<file path="src/rtl/seq_det_ctrl_pkg.sv">
// Shared definitions for the serial sequence detector: controller states and
// default sizing.
package seq_det_ctrl_pkg;
  localparam int PAT_MAX_DEF = 8;
  localparam int CNT_W_DEF   = 8;

  typedef enum logic [1:0] {
    ST_IDLE  = 2'd0,
    ST_READY = 2'd1,
    ST_RUN   = 2'd2,
    ST_DONE  = 2'd3
  } state_t;
endpackage

</file>
<file path="src/rtl/seq_det_match.sv">
// History shift register, fill count and masked pattern compare. The match
// flag is combinational and looks at the history including the incoming bit.
module seq_det_match #(
  parameter int PAT_MAX = 8
) (
  input  logic               clk,
  input  logic               rst,
  input  logic               i_clear,
  input  logic               i_shift,
  input  logic               i_x,
  input  logic [PAT_MAX-1:0] i_pattern,
  input  logic [3:0]         i_len,
  input  logic               i_overlap,
  output logic               o_match
);
  localparam int FILL_W = $clog2(PAT_MAX + 1);
  localparam logic [FILL_W-1:0] FILL_MAX = FILL_W'(PAT_MAX);

  logic [PAT_MAX-1:0] r_hist;
  logic [FILL_W-1:0]  r_fill;
  logic [PAT_MAX-1:0] w_hist_next;
  logic [FILL_W-1:0]  w_fill_next;
  logic [PAT_MAX-1:0] w_mask;
  logic               w_len_ok;

  assign w_hist_next = {r_hist[PAT_MAX-2:0], i_x};
  assign w_fill_next = (r_fill == FILL_MAX) ? r_fill : r_fill + 1'b1;

  // Only the low i_len bits take part in the compare.
  generate
    for (genvar gi = 0; gi < PAT_MAX; gi++) begin : g_mask
      assign w_mask[gi] = (i_len > 4'(gi));
    end
  endgenerate

  assign w_len_ok = (32'(w_fill_next) >= 32'(i_len));
  assign o_match  = i_shift && w_len_ok &&
                    (((w_hist_next ^ i_pattern) & w_mask) == '0);

  always_ff @(posedge clk) begin
    if (!rst || i_clear) begin
      r_hist <= '0;
      r_fill <= '0;
    end else if (i_shift) begin
      r_hist <= w_hist_next;
      // Non-overlapping mode restarts the window after each hit.
      r_fill <= (o_match && !i_overlap) ? '0 : w_fill_next;
    end
  end
endmodule

</file>
<file path="src/rtl/seq_det_ctrl.sv">
// Configurable serial pattern detector: configure once from IDLE, then arm
// with start; counts matches until target, stop or reset.
module seq_det_ctrl
  import seq_det_ctrl_pkg::*;
#(
  parameter int PAT_MAX = PAT_MAX_DEF,
  parameter int CNT_W   = CNT_W_DEF
) (
  input  logic               clk,
  input  logic               rst,
  input  logic               cfg_valid,
  output logic               cfg_ready,
  input  logic [PAT_MAX-1:0] cfg_pattern,
  input  logic [3:0]         cfg_len,
  input  logic               cfg_overlap,
  input  logic [CNT_W-1:0]   cfg_target,
  input  logic               start,
  input  logic               stop,
  input  logic               x,
  input  logic               x_valid,
  output logic               y,
  output logic [CNT_W-1:0]   match_cnt,
  output logic               busy,
  output logic               done,
  output logic               cfg_err
);
  state_t             r_state, w_state_next;
  logic [PAT_MAX-1:0] r_pattern, w_pattern_next;
  logic [3:0]         r_len, w_len_next;
  logic               r_overlap, w_overlap_next;
  logic [CNT_W-1:0]   r_target, w_target_next;
  logic [CNT_W-1:0]   r_cnt, w_cnt_next;
  logic               r_y, w_y_next;
  logic               r_cfg_err, w_cfg_err_next;

  logic               w_len_legal;
  logic               w_clear;
  logic               w_shift;
  logic               w_match;
  logic [CNT_W-1:0]   w_cnt_inc;

  assign w_len_legal = (cfg_len != 4'd0) && (32'(cfg_len) <= PAT_MAX);
  assign w_clear     = start && ((r_state == ST_READY) || (r_state == ST_DONE));
  assign w_shift     = x_valid && (r_state == ST_RUN);
  assign w_cnt_inc   = (&r_cnt) ? r_cnt : r_cnt + 1'b1;

  seq_det_match #(.PAT_MAX(PAT_MAX)) u_match (
    .clk       (clk),
    .rst       (rst),
    .i_clear   (w_clear),
    .i_shift   (w_shift),
    .i_x       (x),
    .i_pattern (r_pattern),
    .i_len     (r_len),
    .i_overlap (r_overlap),
    .o_match   (w_match)
  );

  always_comb begin
    w_state_next   = r_state;
    w_pattern_next = r_pattern;
    w_len_next     = r_len;
    w_overlap_next = r_overlap;
    w_target_next  = r_target;
    w_cnt_next     = r_cnt;
    w_y_next       = 1'b0;
    w_cfg_err_next = 1'b0;
    unique case (r_state)
      ST_IDLE: begin
        if (cfg_valid) begin
          if (w_len_legal) begin
            w_pattern_next = cfg_pattern;
            w_len_next     = cfg_len;
            w_overlap_next = cfg_overlap;
            w_target_next  = cfg_target;
            w_state_next   = ST_READY;
          end else begin
            w_cfg_err_next = 1'b1;
          end
        end
      end
      ST_READY, ST_DONE: begin
        if (start) begin
          w_cnt_next   = '0;
          w_state_next = ST_RUN;
        end
      end
      ST_RUN: begin
        if (w_match) begin
          w_y_next   = 1'b1;
          w_cnt_next = w_cnt_inc;
        end
        // stop takes priority over the target exit, but the hit is still counted.
        if (stop) begin
          w_state_next = ST_DONE;
        end else if (w_match && (r_target != '0) && (w_cnt_inc == r_target)) begin
          w_state_next = ST_DONE;
        end
      end
      default: w_state_next = ST_IDLE;
    endcase
  end

  always_ff @(posedge clk) begin
    if (!rst) begin
      r_state   <= ST_IDLE;
      r_pattern <= '0;
      r_len     <= '0;
      r_overlap <= 1'b0;
      r_target  <= '0;
      r_cnt     <= '0;
      r_y       <= 1'b0;
      r_cfg_err <= 1'b0;
    end else begin
      r_state   <= w_state_next;
      r_pattern <= w_pattern_next;
      r_len     <= w_len_next;
      r_overlap <= w_overlap_next;
      r_target  <= w_target_next;
      r_cnt     <= w_cnt_next;
      r_y       <= w_y_next;
      r_cfg_err <= w_cfg_err_next;
    end
  end

  assign cfg_ready = (r_state == ST_IDLE);
  assign busy      = (r_state == ST_RUN);
  assign done      = (r_state == ST_DONE);
  assign y         = r_y;
  assign match_cnt = r_cnt;
  assign cfg_err   = r_cfg_err;
endmodule

</file>
<file path="config.mk">
export PLATFORM = sky130hd
export DESIGN_NAME = seq_det_ctrl
export DESIGN_NICKNAME = d
export VERILOG_FILES = /design/src/rtl/seq_det_ctrl_pkg.sv /design/src/rtl/seq_det_match.sv /design/src/rtl/seq_det_ctrl.sv
export SDC_FILE = /design/constraint.sdc
export NUM_CORES = 1
export LEC_CHECK = 0
export ABC_AREA = 1
export BUFFER_PORTS_ARGS = -buffer_cell sky130_fd_sc_hd__buf_2
export CAP_MARGIN = 20
export CORE_MARGIN = 2
export CORE_UTILIZATION = 56
export DETAILED_ROUTE_END_ITERATION = 10
export PLACE_DENSITY = 0.81
export SYNTH_ARGS = -nofsm -noshare
export SYNTH_HDL_FRONTEND = slang
export SYNTH_SLANG_ARGS = --single-unit
</file>
<file path="constraint.sdc">
create_clock -name clk -period 2.6 [get_ports clk]
set_input_delay 0.39 -clock clk [delete_from_list [all_inputs] [get_ports clk]]
set_output_delay 0.39 -clock clk [all_outputs]
set_load 0.02 [all_outputs]
</file>
==> metrics.cfg <==
[critical_path]
cp-startpoint=u_match.r_fill[1]$_SDFFE_PP0P_
worstPathMaxFanout=7
end_kind=flip-flop
r2r_cells=16
crit_type=flip-flop to flip-flop
critPathLaunchType=flip-flop
arrival_ns=2.55
r2r_start=u_match.r_fill[1]$_SDFFE_PP0P_
required_ns=2.84

[sta]
fin_crit_ns=2.31
hold_viol_final=0
final_max_slew_viol_count=0
fin_tns_setup_ns=0
timing.fmax_mhz=433
tightest_slew_ns=0.509
min_period_over_period_pct=88.8
slew_headroom_pct=66.0
rsz0062_at_grt=no
fin_skew_ns=0.00548
setup_viol_count_final=0

[pwr]
pwr-share-comb_pct=21.0
p_leak_nw=1.31
power_frac_seq_pct=50.0
clockPowerShare_pct=29.0
ir_drop_mv=0.357
swShare_pct=31.1
total_power_mw=1.54
pwr_density_cell_nw_per_um2=576
switchingPower_mw=0.479
p_int_mw=1.06

[floorplan]
fp.dieH_um=68.9
ioPinCount=41
initial_core_util_pct=58.5
dieArea_sq_um=4750
core_sq_um=4030
die_x_um=68.9
placementRows=23

[yosys]
ys_seq_area_share_pct=37.3
synth_warnings=0
ys_types=28
synthCells=349
syn_nets=384
avgSynthCellArea_sq_um=6.76
syn_area_sq_um=2360
synth_seq_cells=44

[global_routing]
grt_max_degree=37
grt_pass1_wl_um=8710
grt_overflow_total=0
grt_use_total_pct=24.8
grt_pass1_vias=2054
antenna_found_initial=0

[clock_tree]
htreeDepth=2
path_clk_slew_ns=0.08
numCtsBuffers=5
clkLatencyLatePin_ns=0.30
clock-sinks=44
cts_hold_buf=0
postCtsSetupRepairBufs=0
clockBufferDepth=2
cts_tree=yes
post_cts_resize_count=0
clockRootBuffer=clkbuf_8

[finish]
final_layout_size_suffix_gt1_share_pct=16.5
fin_nets=423
final_cell_mix=nand2_1 (64), nor2_1 (47), dfxtp_1 (43)
syn_to_final_growth_pct=13.3
fin_util_pct=66.3
final_common_cell=nand2_1
diodes=0

[route]
dr.pass1.iters=5
drc=0
wl_um=5320
ant_nets=0
wl_per_cell_um=12.1
drt_iter0_drc=177
avgViaCountPerCell=5.15
num_vias=2260

[hold_path]
holdCritPathClass=input pin to flip-flop
min-delay-start=cfg_pattern[4]
holdPathStages=3

[placed_design]
numPortBuffers=40
gp_congestion=0.863
dp_hpwl_um=3950

[job]
maxCapViolCount=0

[run_status]
status=finished clean

-- cell type report --
cell class              instances  area, sq um
clock buffers                   8         90.1
inverters                      43          161
multi-input cells             252         1260
flip-flops and latches         44          882
repair buffers                 42          215
well taps                      50         62.6
fillers                       379         1360
-- Yosys cell counts --
cell / instances / area, sq um
inv_2: 3 / 11.3
o21bai_1: 1 / 7.51
ha_1: 7 / 87.6
inv_1: 39 / 146
nor3_1: 1 / 5.00
dfxtp_1: 44 / 881
nor2_1: 47 / 176
nand2_1: 64 / 240
clkinv_1: 1 / 3.75
nand2_2: 2 / 12.5
xor2_1: 7 / 61.3
clkbuf_1: 6 / 22.5
o21ai_2: 1 / 8.76
o21ai_0: 35 / 175
nand3_2: 1 / 10.0
nor2_2: 3 / 18.8
and2_1: 1 / 6.26
buf_2: 2 / 10.0
nand3b_1: 1 / 7.51
buf_6: 2 / 22.5
nand2_4: 1 / 11.3
o31ai_1: 1 / 7.51
o21ai_1: 8 / 40.0
xnor2_1: 2 / 17.5
a21oi_1: 37 / 185
a21oi_2: 1 / 8.76
nor2_4: 3 / 33.8
nand3_1: 28 / 140
-- registers in the layout, summed over array words and instances, names as in the netlist --
| signal | flops |
|---|---|
| u_match.r_fill | 4 |
| r_target | 8 |
| match_cnt | 8 |
| r_pattern | 8 |
| y | 1 |
| u_match.r_hist | 7 |
| r_overlap | 1 |
| cfg_err | 1 |
| r_state | 2 |
| r_len | 4 |
-- worst max-delay path: stages, from the launching register on --
cell,delay (ns)
dfxtp_1,0.39
inv_1,0.07
ha_1,0.18
nand2_1,0.06
nor2_1,0.05
xor2_1,0.16
ha_1,0.20
nor2_1,0.13
nor2_1,0.05
o21ai_0,0.14
nor2_1,0.05
nor2_1,0.16
nand2_1,0.10
nand2_1,0.14
buf_4,0.17
o21ai_1,0.06
a21oi_1,0.13
-- worst paths after layout --
| check | endpoint | slack (ns) |
|---|---|---|
| hold / removal | r_pattern[4]$_SDFFE_PN0P_ | 0.31 |
| hold reg to reg | r_overlap$_SDFFE_PN0P_ | 0.47 |
| setup / recovery | match_cnt[0]$_SDFFE_PN0P_ | 0.29 |
| setup reg to reg | match_cnt[0]$_SDFFE_PN0P_ | 0.29 |
-- cells by family (layout without fill, tap and decap cells) --
| group | Yosys count | in the layout | synth area share [%] |
|---|---|---|---|
| compound gates | 84 | 84 | 18.4 |
| buf+inv | 53 | 93 | 9.18 |
| fa+ha+maj | 7 | 7 | 3.71 |
| simple gates | 152 | 152 | 28.1 |
| xor+xnor | 9 | 9 | 3.34 |
| flops | 44 | 44 | 37.3 |
-- power groups by stage --
| stage | combinational [mW] | sequential [mW] | clock (mW) |
|---|---|---|---|
| 2_1_floorplan | 0.222 | 0.790 | 0 |
| 3_3_place_gp | 0.311 | 0.784 | 0 |
| 3_5_place_dp | 0.319 | 0.784 | 0 |
| 4_1_cts | 0.323 | 0.769 | 0.452 |
| 5_1_grt | 0.368 | 0.777 | 0.468 |
| 6_report | 0.324 | 0.770 | 0.446 |
-- per-stage QoR --
step	instance area (sq um)	std cells	hold WS [ns]	setup WS [ns]
global route	2670	439	0.337	0.0379
global placement	2580	431	0.445	0.424
floorplan	2360	349	0.430	0.602
CTS	2670	439	0.309	0.253
finish	2670	439	0.307	0.292
detailed placement	2580	431	0.452	0.320
-- layer usage --
metal  vias up  share of wire [%]  GRT usage, %
met5         -                  0             0
met4         0                1.5          11.8
met3         8                5.8          5.36
met2        60                 42          38.5
met1       993                 51          32.8
li1       1199                  -             -
Power figures use the tool's default switching activity.
